===== src/rtl/keypad_pkg.sv =====
// Shared definitions for the keypad scan controller: register map, keymap,
// debounce states and per-frame scan result encoding.
// Pure declarations; no logic, no latency, no flow control.
package keypad_pkg;

  localparam logic [3:0] REG_DATA   = 4'h3;
  localparam logic [3:0] REG_STATUS = 4'h4;
  localparam logic [3:0] REG_CTRL   = 4'h5;

  // Keycode lookup indexed [column][row]
  localparam logic [3:0] KEYMAP [0:3][0:3] = '{
    '{4'h1, 4'h4, 4'h7, 4'h0},
    '{4'h2, 4'h5, 4'h8, 4'hF},
    '{4'h3, 4'h6, 4'h9, 4'hE},
    '{4'hA, 4'hB, 4'hC, 4'hD}
  };

  typedef enum logic [1:0] {
    ST_IDLE,
    ST_CAND,
    ST_PRESSED
  } deb_state_e;

  typedef enum logic [1:0] {
    FR_NONE,
    FR_KEY,
    FR_MULTI
  } frame_kind_e;

  typedef struct packed {
    frame_kind_e kind;
    logic [3:0]  code;
  } frame_res_t;

endpackage


===== src/rtl/keypad_fifo.sv =====
// Small keycode queue (4-bit entries, DEPTH a power of two).
// head is combinational from storage; a push or pop lands at the next clk edge.
// Push while full is ignored unless a pop happens in the same cycle; pop while empty is ignored.
module keypad_fifo #(
  parameter int unsigned DEPTH = 4
) (
  input  logic       clk,
  input  logic       rst_n,
  input  logic       push,
  input  logic [3:0] push_dat,
  input  logic       pop,
  output logic       full,
  output logic       empty,
  output logic [3:0] head
);

  localparam int unsigned AW = $clog2(DEPTH);

  logic [3:0]    mem_q [DEPTH];
  logic [3:0]    mem_d [DEPTH];
  logic [AW-1:0] wr_ptr_q, wr_ptr_d;
  logic [AW-1:0] rd_ptr_q, rd_ptr_d;
  logic [AW:0]   cnt_q, cnt_d;
  logic          wr_en;
  logic          rd_en;

  assign full  = (cnt_q == (AW+1)'(DEPTH));
  assign empty = (cnt_q == '0);
  assign head  = mem_q[rd_ptr_q];
  assign wr_en = push & (~full | pop);
  assign rd_en = pop & ~empty;

  // Pointer, occupancy and storage updates
  always_comb begin
    mem_d    = mem_q;
    wr_ptr_d = wr_ptr_q;
    rd_ptr_d = rd_ptr_q;
    cnt_d    = cnt_q;
    if (wr_en) begin
      mem_d[wr_ptr_q] = push_dat;
      wr_ptr_d        = wr_ptr_q + 1'b1;
    end
    if (rd_en) begin
      rd_ptr_d = rd_ptr_q + 1'b1;
    end
    if (wr_en && !rd_en) begin
      cnt_d = cnt_q + 1'b1;
    end else if (rd_en && !wr_en) begin
      cnt_d = cnt_q - 1'b1;
    end
  end

  // State registers
  always_ff @(posedge clk or negedge rst_n) begin
    if (!rst_n) begin
      for (int i = 0; i < int'(DEPTH); i++) begin
        mem_q[i] <= '0;
      end
      wr_ptr_q <= '0;
      rd_ptr_q <= '0;
      cnt_q    <= '0;
    end else begin
      mem_q    <= mem_d;
      wr_ptr_q <= wr_ptr_d;
      rd_ptr_q <= rd_ptr_d;
      cnt_q    <= cnt_d;
    end
  end

endmodule


===== src/rtl/keypad_scan_ctrl.sv =====
// 4x4 keypad scanner: column strobing, row sync, frame debounce, keycode FIFO, CPU register window.
// Latency: press stable before a frame -> not_empty after DEBOUNCE_SCANS frames + 1 cycle; reads are combinational.
// Keycodes pushed into a full FIFO are dropped and flag sticky overflow; optional irq under KEYPAD_IRQ_EN.
module keypad_scan_ctrl
  import keypad_pkg::*;
#(
  parameter int unsigned SCAN_DIV       = 100000,
  parameter int unsigned DEBOUNCE_SCANS = 4,
  parameter int unsigned FIFO_DEPTH     = 4
) (
  input  logic       clk,
  input  logic       reset_n,
  input  logic [3:0] addr,
  input  logic [7:0] data_in,
  input  logic       we,
  input  logic       re,
  output logic [7:0] data_out,
  input  logic [3:0] row,
  output logic [3:0] col,
  output logic       irq
);

  localparam int unsigned DW = $clog2(SCAN_DIV);
  localparam logic [DW-1:0] DWELL_LAST = DW'(SCAN_DIV - 1);

  logic [3:0]    row_s1_q, row_s2_q;
  logic          scan_q, scan_d;
  logic [1:0]    col_idx_q, col_idx_d;
  logic [DW-1:0] dwell_q, dwell_d;
  logic [1:0]    acc_n_q, acc_n_d;
  logic [3:0]    acc_code_q, acc_code_d;
  deb_state_e    state_q, state_d;
  logic [3:0]    cand_q, cand_d;
  logic [3:0]    cnt_q, cnt_d;
  logic          ovf_q, ovf_d;
  logic [1:0]    ctrl_q, ctrl_d;

  logic          frame_vld;
  frame_res_t    frame;
  logic          push;
  logic          pop;
  logic          fifo_full, fifo_empty;
  logic [3:0]    fifo_head;
  logic [3:0]    col_keys;
  logic [2:0]    col_n, sum_n;
  logic [1:0]    key_row, merged_n;
  logic [3:0]    merged_code, cnt_inc;
  logic          unused_data_in;

  assign unused_data_in = &{1'b0, data_in[7:2]};
  assign col = scan_q ? ~(4'b1000 >> col_idx_q) : 4'hF;

  // Column dwell/step counters and per-frame key accumulation
  always_comb begin
    scan_d      = ctrl_d[0];
    dwell_d     = dwell_q;
    col_idx_d   = col_idx_q;
    acc_n_d     = acc_n_q;
    acc_code_d  = acc_code_q;
    frame_vld   = 1'b0;
    frame       = '{kind: FR_NONE, code: 4'h0};
    col_keys    = ~row_s2_q;
    col_n       = 3'($countones(col_keys));
    key_row     = 2'd0;
    for (int r = 3; r >= 0; r--) begin
      if (col_keys[r]) key_row = 2'(r);
    end
    sum_n       = {1'b0, acc_n_q} + ((col_n > 3'd1) ? 3'd2 : col_n);
    merged_n    = (sum_n > 3'd1) ? 2'd2 : sum_n[1:0];
    merged_code = (acc_n_q == 2'd0 && col_n == 3'd1) ? KEYMAP[col_idx_q][key_row] : acc_code_q;
    if (!scan_q || !scan_d) begin
      dwell_d    = '0;
      col_idx_d  = 2'd0;
      acc_n_d    = 2'd0;
      acc_code_d = 4'h0;
    end else if (dwell_q == DWELL_LAST) begin
      dwell_d   = '0;
      col_idx_d = col_idx_q + 2'd1;
      if (col_idx_q == 2'd3) begin
        frame_vld  = 1'b1;
        frame.code = merged_code;
        case (merged_n)
          2'd0:    frame.kind = FR_NONE;
          2'd1:    frame.kind = FR_KEY;
          default: frame.kind = FR_MULTI;
        endcase
        acc_n_d    = 2'd0;
        acc_code_d = 4'h0;
      end else begin
        acc_n_d    = merged_n;
        acc_code_d = merged_code;
      end
    end else begin
      dwell_d = dwell_q + 1'b1;
    end
  end

  // Debounce FSM: next state, candidate/frame counter and push strobe
  always_comb begin
    state_d = state_q;
    cand_d  = cand_q;
    cnt_d   = cnt_q;
    push    = 1'b0;
    cnt_inc = cnt_q + 4'd1;
    if (!scan_q || !scan_d) begin
      state_d = ST_IDLE;
      cnt_d   = 4'd0;
    end else if (frame_vld) begin
      case (state_q)
        ST_IDLE: begin
          if (frame.kind == FR_KEY) begin
            cand_d = frame.code;
            if (DEBOUNCE_SCANS == 1) begin
              push    = 1'b1;
              state_d = ST_PRESSED;
              cnt_d   = 4'd0;
            end else begin
              state_d = ST_CAND;
              cnt_d   = 4'd1;
            end
          end
        end
        ST_CAND: begin
          if (frame.kind == FR_KEY && frame.code == cand_q) begin
            if (cnt_inc == 4'(DEBOUNCE_SCANS)) begin
              push    = 1'b1;
              state_d = ST_PRESSED;
              cnt_d   = 4'd0;
            end else begin
              cnt_d = cnt_inc;
            end
          end else begin
            state_d = ST_IDLE;
            cnt_d   = 4'd0;
          end
        end
        ST_PRESSED: begin
          if (frame.kind == FR_NONE) begin
            if (cnt_inc == 4'(DEBOUNCE_SCANS)) begin
              state_d = ST_IDLE;
              cnt_d   = 4'd0;
            end else begin
              cnt_d = cnt_inc;
            end
          end else begin
            cnt_d = 4'd0;
          end
        end
        default: begin
          state_d = ST_IDLE;
          cnt_d   = 4'd0;
        end
      endcase
    end
  end

  // CPU writes: control register and overflow clear/set
  always_comb begin
    ctrl_d = ctrl_q;
    ovf_d  = ovf_q;
    pop    = re && (addr == REG_DATA) && !fifo_empty;
    if (we && addr == REG_CTRL) begin
`ifdef KEYPAD_IRQ_EN
      ctrl_d = data_in[1:0];
`else
      ctrl_d = {1'b0, data_in[0]};
`endif
    end
    if (we && addr == REG_STATUS && data_in[1]) begin
      ovf_d = 1'b0;
    end
    if (push && fifo_full && !pop) begin
      ovf_d = 1'b1;
    end
  end

  // CPU read mux, zero when not selected
  always_comb begin
    data_out = 8'h00;
    if (re) begin
      case (addr)
        REG_DATA:   data_out = fifo_empty ? 8'h00 : {3'b000, 1'b1, fifo_head};
        REG_STATUS: data_out = {5'b0, (state_q == ST_PRESSED), ovf_q, !fifo_empty};
        REG_CTRL:   data_out = {6'b0, ctrl_q};
        default:    data_out = 8'h00;
      endcase
    end
  end

`ifdef KEYPAD_IRQ_EN
  assign irq = ctrl_q[1] & ~fifo_empty;
`else
  assign irq = 1'b0;
`endif

  keypad_fifo #(
    .DEPTH(FIFO_DEPTH)
  ) u_fifo (
    .clk     (clk),
    .rst_n   (reset_n),
    .push    (push),
    .push_dat(cand_d),
    .pop     (pop),
    .full    (fifo_full),
    .empty   (fifo_empty),
    .head    (fifo_head)
  );

  // State registers; scan_q holds columns idle for the first cycle out of reset
  always_ff @(posedge clk or negedge reset_n) begin
    if (!reset_n) begin
      row_s1_q   <= 4'hF;
      row_s2_q   <= 4'hF;
      scan_q     <= 1'b0;
      col_idx_q  <= 2'd0;
      dwell_q    <= '0;
      acc_n_q    <= 2'd0;
      acc_code_q <= 4'h0;
      state_q    <= ST_IDLE;
      cand_q     <= 4'h0;
      cnt_q      <= 4'd0;
      ovf_q      <= 1'b0;
      ctrl_q     <= 2'b01;
    end else begin
      row_s1_q   <= row;
      row_s2_q   <= row_s1_q;
      scan_q     <= scan_d;
      col_idx_q  <= col_idx_d;
      dwell_q    <= dwell_d;
      acc_n_q    <= acc_n_d;
      acc_code_q <= acc_code_d;
      state_q    <= state_d;
      cand_q     <= cand_d;
      cnt_q      <= cnt_d;
      ovf_q      <= ovf_d;
      ctrl_q     <= ctrl_d;
    end
  end

endmodule


===== config.mk =====
export PLATFORM = sky130hd
export DESIGN_NAME = keypad_scan_ctrl
export DESIGN_NICKNAME = d
export VERILOG_FILES = /design/src/rtl/keypad_pkg.sv /design/src/rtl/keypad_fifo.sv /design/src/rtl/keypad_scan_ctrl.sv
export SDC_FILE = /design/constraint.sdc
export NUM_CORES = 1
export LEC_CHECK = 0
export ABC_CLOCK_PERIOD_IN_PS = 6400
export CAP_MARGIN = 15
export CORE_MARGIN = 2
export CORE_UTILIZATION = 50
export CTS_BUF_LIST = sky130_fd_sc_hd__clkbuf_8
export CTS_CLUSTER_DIAMETER = 120
export DETAILED_ROUTE_END_ITERATION = 12
export DONT_BUFFER_PORTS = 1
export GPL_TIMING_DRIVEN = 1
export HOLD_SLACK_MARGIN = 0.02
export MAX_ROUTING_LAYER = met4
export PLACE_DENSITY = 0.62
export SYNTH_ARGS = -nofsm -noshare
export SYNTH_HDL_FRONTEND = slang
export SYNTH_HIERARCHICAL = 1
export SYNTH_SLANG_ARGS = --single-unit

===== constraint.sdc =====
create_clock -name clk -period 6.4 [get_ports clk]
set_input_delay 0.96 -clock clk [delete_from_list [all_inputs] [get_ports clk]]
set_output_delay 0.96 -clock clk [all_outputs]
set_load 0.02 [all_outputs]

==> metrics.txt <==
CTS Hold Bufs 0; Avg Inst Size Synth 10.8 µm²; TritonCTS Buffers 9; EDFF count, synth 0; Pre-antenna DRT Iters 6; skew final 7.98 ps; CTS H-Tree Depth 3; Final #Nets between 400 and 500; Slew Limit Fails 0; row count 32; core footprint approximately 0.0076 mm²; Max IR drop VDD between 0.1 and 0.15 mV; Slew headroom 0.508; Area Growth Syn to Fin 7.62%; Die H between 90 and 100 µm; max_cap viols 0; Initial Utilization 0.510; via count 2580; Worst setup SP type flip-flop; CTS tree built; overall routing resource usage 0.202; endpoints failing hold 0; post-synth design cell area approximately 0.0039 mm²; Yosys Warn Count 6; Setup Viol. Count Final 0; RR Startpoint row_s2_q[1]$_DFF_PN1_; PD cells 216 mW/mm²; initial antenna violation count 0; share of post-route cells with drive strength above 1 0.190; Period minus WS final between 5000 and 6000 ps; global placer's final weighted congestion 0.799; CTS sink cnt 69; Reg2Reg Depth 20; Worst EP required between 6000 and 7000 ps; number of distinct library cells after synthesis 60; die area 0.00848 mm²; DPL Wire Length ~5400 µm; CP startpoint row_s2_q[1]$_DFF_PN1_; Die Span X 92.1 µm; unrepaired setup endpoints after global routing no; Final period util 0.882; first-pass GRT wire length 12900 µm; P_leak 1.85 nW; largest net degree at the start of global routing 70; Post-CTS Setup Repair Bufs 0; I/O Pins 33; clk_lat worst skew 350 ps; Hold WS 302 ps; vias in the first global route 2605; Design Power 901 µW; CP endpoint u_fifo/cnt_q[2]$_DFFE_PN0P_; final wirelength 7570 µm; Clock transition at path regs approximately 80 ps; sequential share of the synthesized area 0.448; Synth Flop Type dfrtp_1; port buffer count 0; post-cts repair resize count 0; Routed wire per std cell 16.1 µm; # diodes 0; Remaining DRCs 0; asr flop ratio synth 1.00; outcome finished, final reports clean; vias per std cell 5.48; register-to-register path setup slack 750 ps; total gr overflow 0; Setup Crit Path Kind reg2reg; worst flop-to-flop path endpoint u_fifo/cnt_q[2]$_DFFE_PN0P_; antenna-violating nets left 0; FF+latch count, synth 69; 1st-iter DRT viols 136; root buf cell clkbuf_8; Longest Clk Path Bufs 2; worst min-delay path category in2async; fillers 696; crit path DAT 5920 ps; worst slew pin tran 734 ps; worst-path maximum fanout 11; Synth Instances ~360; post-route setup TNS 0 ps; achievable clock frequency 0.177 GHz; CP endpoint kind flip-flop
==> cell families after synthesis <==
group / synth area share
DFF: 0.448
adders and majority gates: 0.0736
and+or+nand+nor: 0.221
xor gates and xnor gates: 0.0610
other: 0.000967
AOI/OAI and AO/OA: 0.0913
muxes: 0.0784
buffers and inverters: 0.0255
==> worst max-delay path: stages, from the launching register on <==
cell	delay [ps]
dfstp_2	630
fa_1	440
inv_1	70
ha_1	150
inv_1	40
ha_1	330
nor3b_4	290
ha_1	230
fa_1	460
nor3b_1	490
nand2_2	150
nor4_4	310
o31ai_2	180
nor2_1	330
nor2b_1	320
ha_1	250
inv_1	60
fa_1	380
xor2_1	160
nor2_1	120
xor2_1	150
==> report_power, final <==
group	total, mW	switching [mW]	internal [mW]
combinational	0.0681	0.0414	0.0267
clock	0.375	0.166	0.210
sequential	0.457	0.0106	0.446
==> cells in the final DEF (no fill, tap or decap), types with 4 or more instances in the layout <==
master	Yosys	routed
nand2_1	37	37
a21o_1	5	5
dfrtp_1	60	60
and2_1	4	4
xor2_1	17	17
inv_1	12	12
nor2_1	40	40
nand3b_1	5	5
clkbuf_8	0	12
conb_1	1	4
xnor2_1	10	10
a21boi_0	4	4
mux4_2	4	4
a21oi_1	4	4
mux2_2	19	19
o21ai_0	8	8
nand2b_1	10	10
a31o_2	4	4
dfstp_2	9	9
nand3_1	13	13
ha_1	18	18
nor3_1	7	7
and3_1	7	7
==> cell usage after synthesis (all sizes together), types with 2 or more instances <==
| cell | instances | share of area |
|---|---|---|
| o31ai | 2 | 0.0065 |
| buf | 6 | 0.012 |
| a21oi | 4 | 0.0052 |
| o21ai | 10 | 0.015 |
| clkbuf | 2 | 0.0019 |
| a31o | 4 | 0.0090 |
| and2 | 5 | 0.0087 |
| nor4b | 4 | 0.018 |
| and4bb | 3 | 0.0097 |
| or2b | 2 | 0.0039 |
| nor2 | 40 | 0.039 |
| mux2 | 19 | 0.055 |
| ha | 18 | 0.058 |
| nor3b | 4 | 0.011 |
| xnor2 | 10 | 0.023 |
| a21o | 5 | 0.0097 |
| a22oi | 3 | 0.0058 |
| nand3b | 5 | 0.0097 |
| nand2b | 10 | 0.016 |
| nand4 | 4 | 0.010 |
| a21boi | 4 | 0.0077 |
| inv | 12 | 0.012 |
| nor2b | 2 | 0.0032 |
| dfrtp | 60 | 0.39 |
| mux4 | 4 | 0.023 |
| fa | 3 | 0.015 |
| dfstp | 9 | 0.061 |
| and3 | 7 | 0.011 |
| and4 | 2 | 0.0055 |
| a31oi | 2 | 0.0032 |
| o22ai | 2 | 0.0032 |
| nand3 | 13 | 0.017 |
| xor2 | 17 | 0.038 |
| nor3 | 7 | 0.0090 |
| nand2 | 38 | 0.037 |
| a22o | 3 | 0.0068 |
==> sequential cells by signal (all words and copies together), names as in the netlist, 3 cells and up <==
signal / count
acc_code_q: 4
u_fifo/mem_q: 16
cand_q: 4
row_s1_q: 4
cnt_q: 4
u_fifo/cnt_q: 3
dwell_q: 17
row_s2_q: 4
==> per-layer routing <==
| layer | track usage | share of wire | routed length [µm] | up-vias |
|---|---|---|---|---|
| met5 | - | 0 | 0 | - |
| met4 | 0.0871 | 0.022 | 169 | 0 |
| met3 | 0.0485 | 0.030 | 229 | 16 |
| met2 | 0.295 | 0.48 | 3600 | 28 |
| met1 | 0.270 | 0.47 | 3570 | 1280 |
| li1 | - | - | - | 1256 |
==> area by class of cell <==
cell class	instances	area (µm²)	share of cell area
clock buffers	12	165	0.0396
clock inverters	4	45.0	0.0108
inverters	12	45.0	0.0108
multi-input cells	272	2050	0.492
flip-flops and latches	69	1740	0.416
well taps	102	128	0.0306
==> how the worst min path moves through the flow <==
stage | from | end | slack [ps]
5_1_grt | reset_n | dwell_q[4]$_DFF_PN0_ | 280
3_5_place_dp | row_s1_q[1]$_DFF_PN1_ | row_s2_q[1]$_DFF_PN1_ | 350
2_1_floorplan | row_s1_q[0]$_DFF_PN1_ | row_s2_q[0]$_DFF_PN1_ | 350
4_1_cts | reset_n | dwell_q[9]$_DFF_PN0_ | 290
6_report | reset_n | u_fifo/mem_q[4]$_DFFE_PN0P_ | 300
3_3_place_gp | row_s1_q[0]$_DFF_PN1_ | row_s2_q[0]$_DFF_PN1_ | 350
==> through the flow <==
stage	std cells	instance area, µm²	worst slack (ps)	utilization
floorplan	361	3890	1510	-
global placement	455	3960	949	0.521
detailed placement	455	3960	812	0.521
CTS	471	4170	769	0.549
global route	471	4170	415	0.549
finish	471	4170	753	0.549
Note: power is estimated with default switching activity, not from simulation.
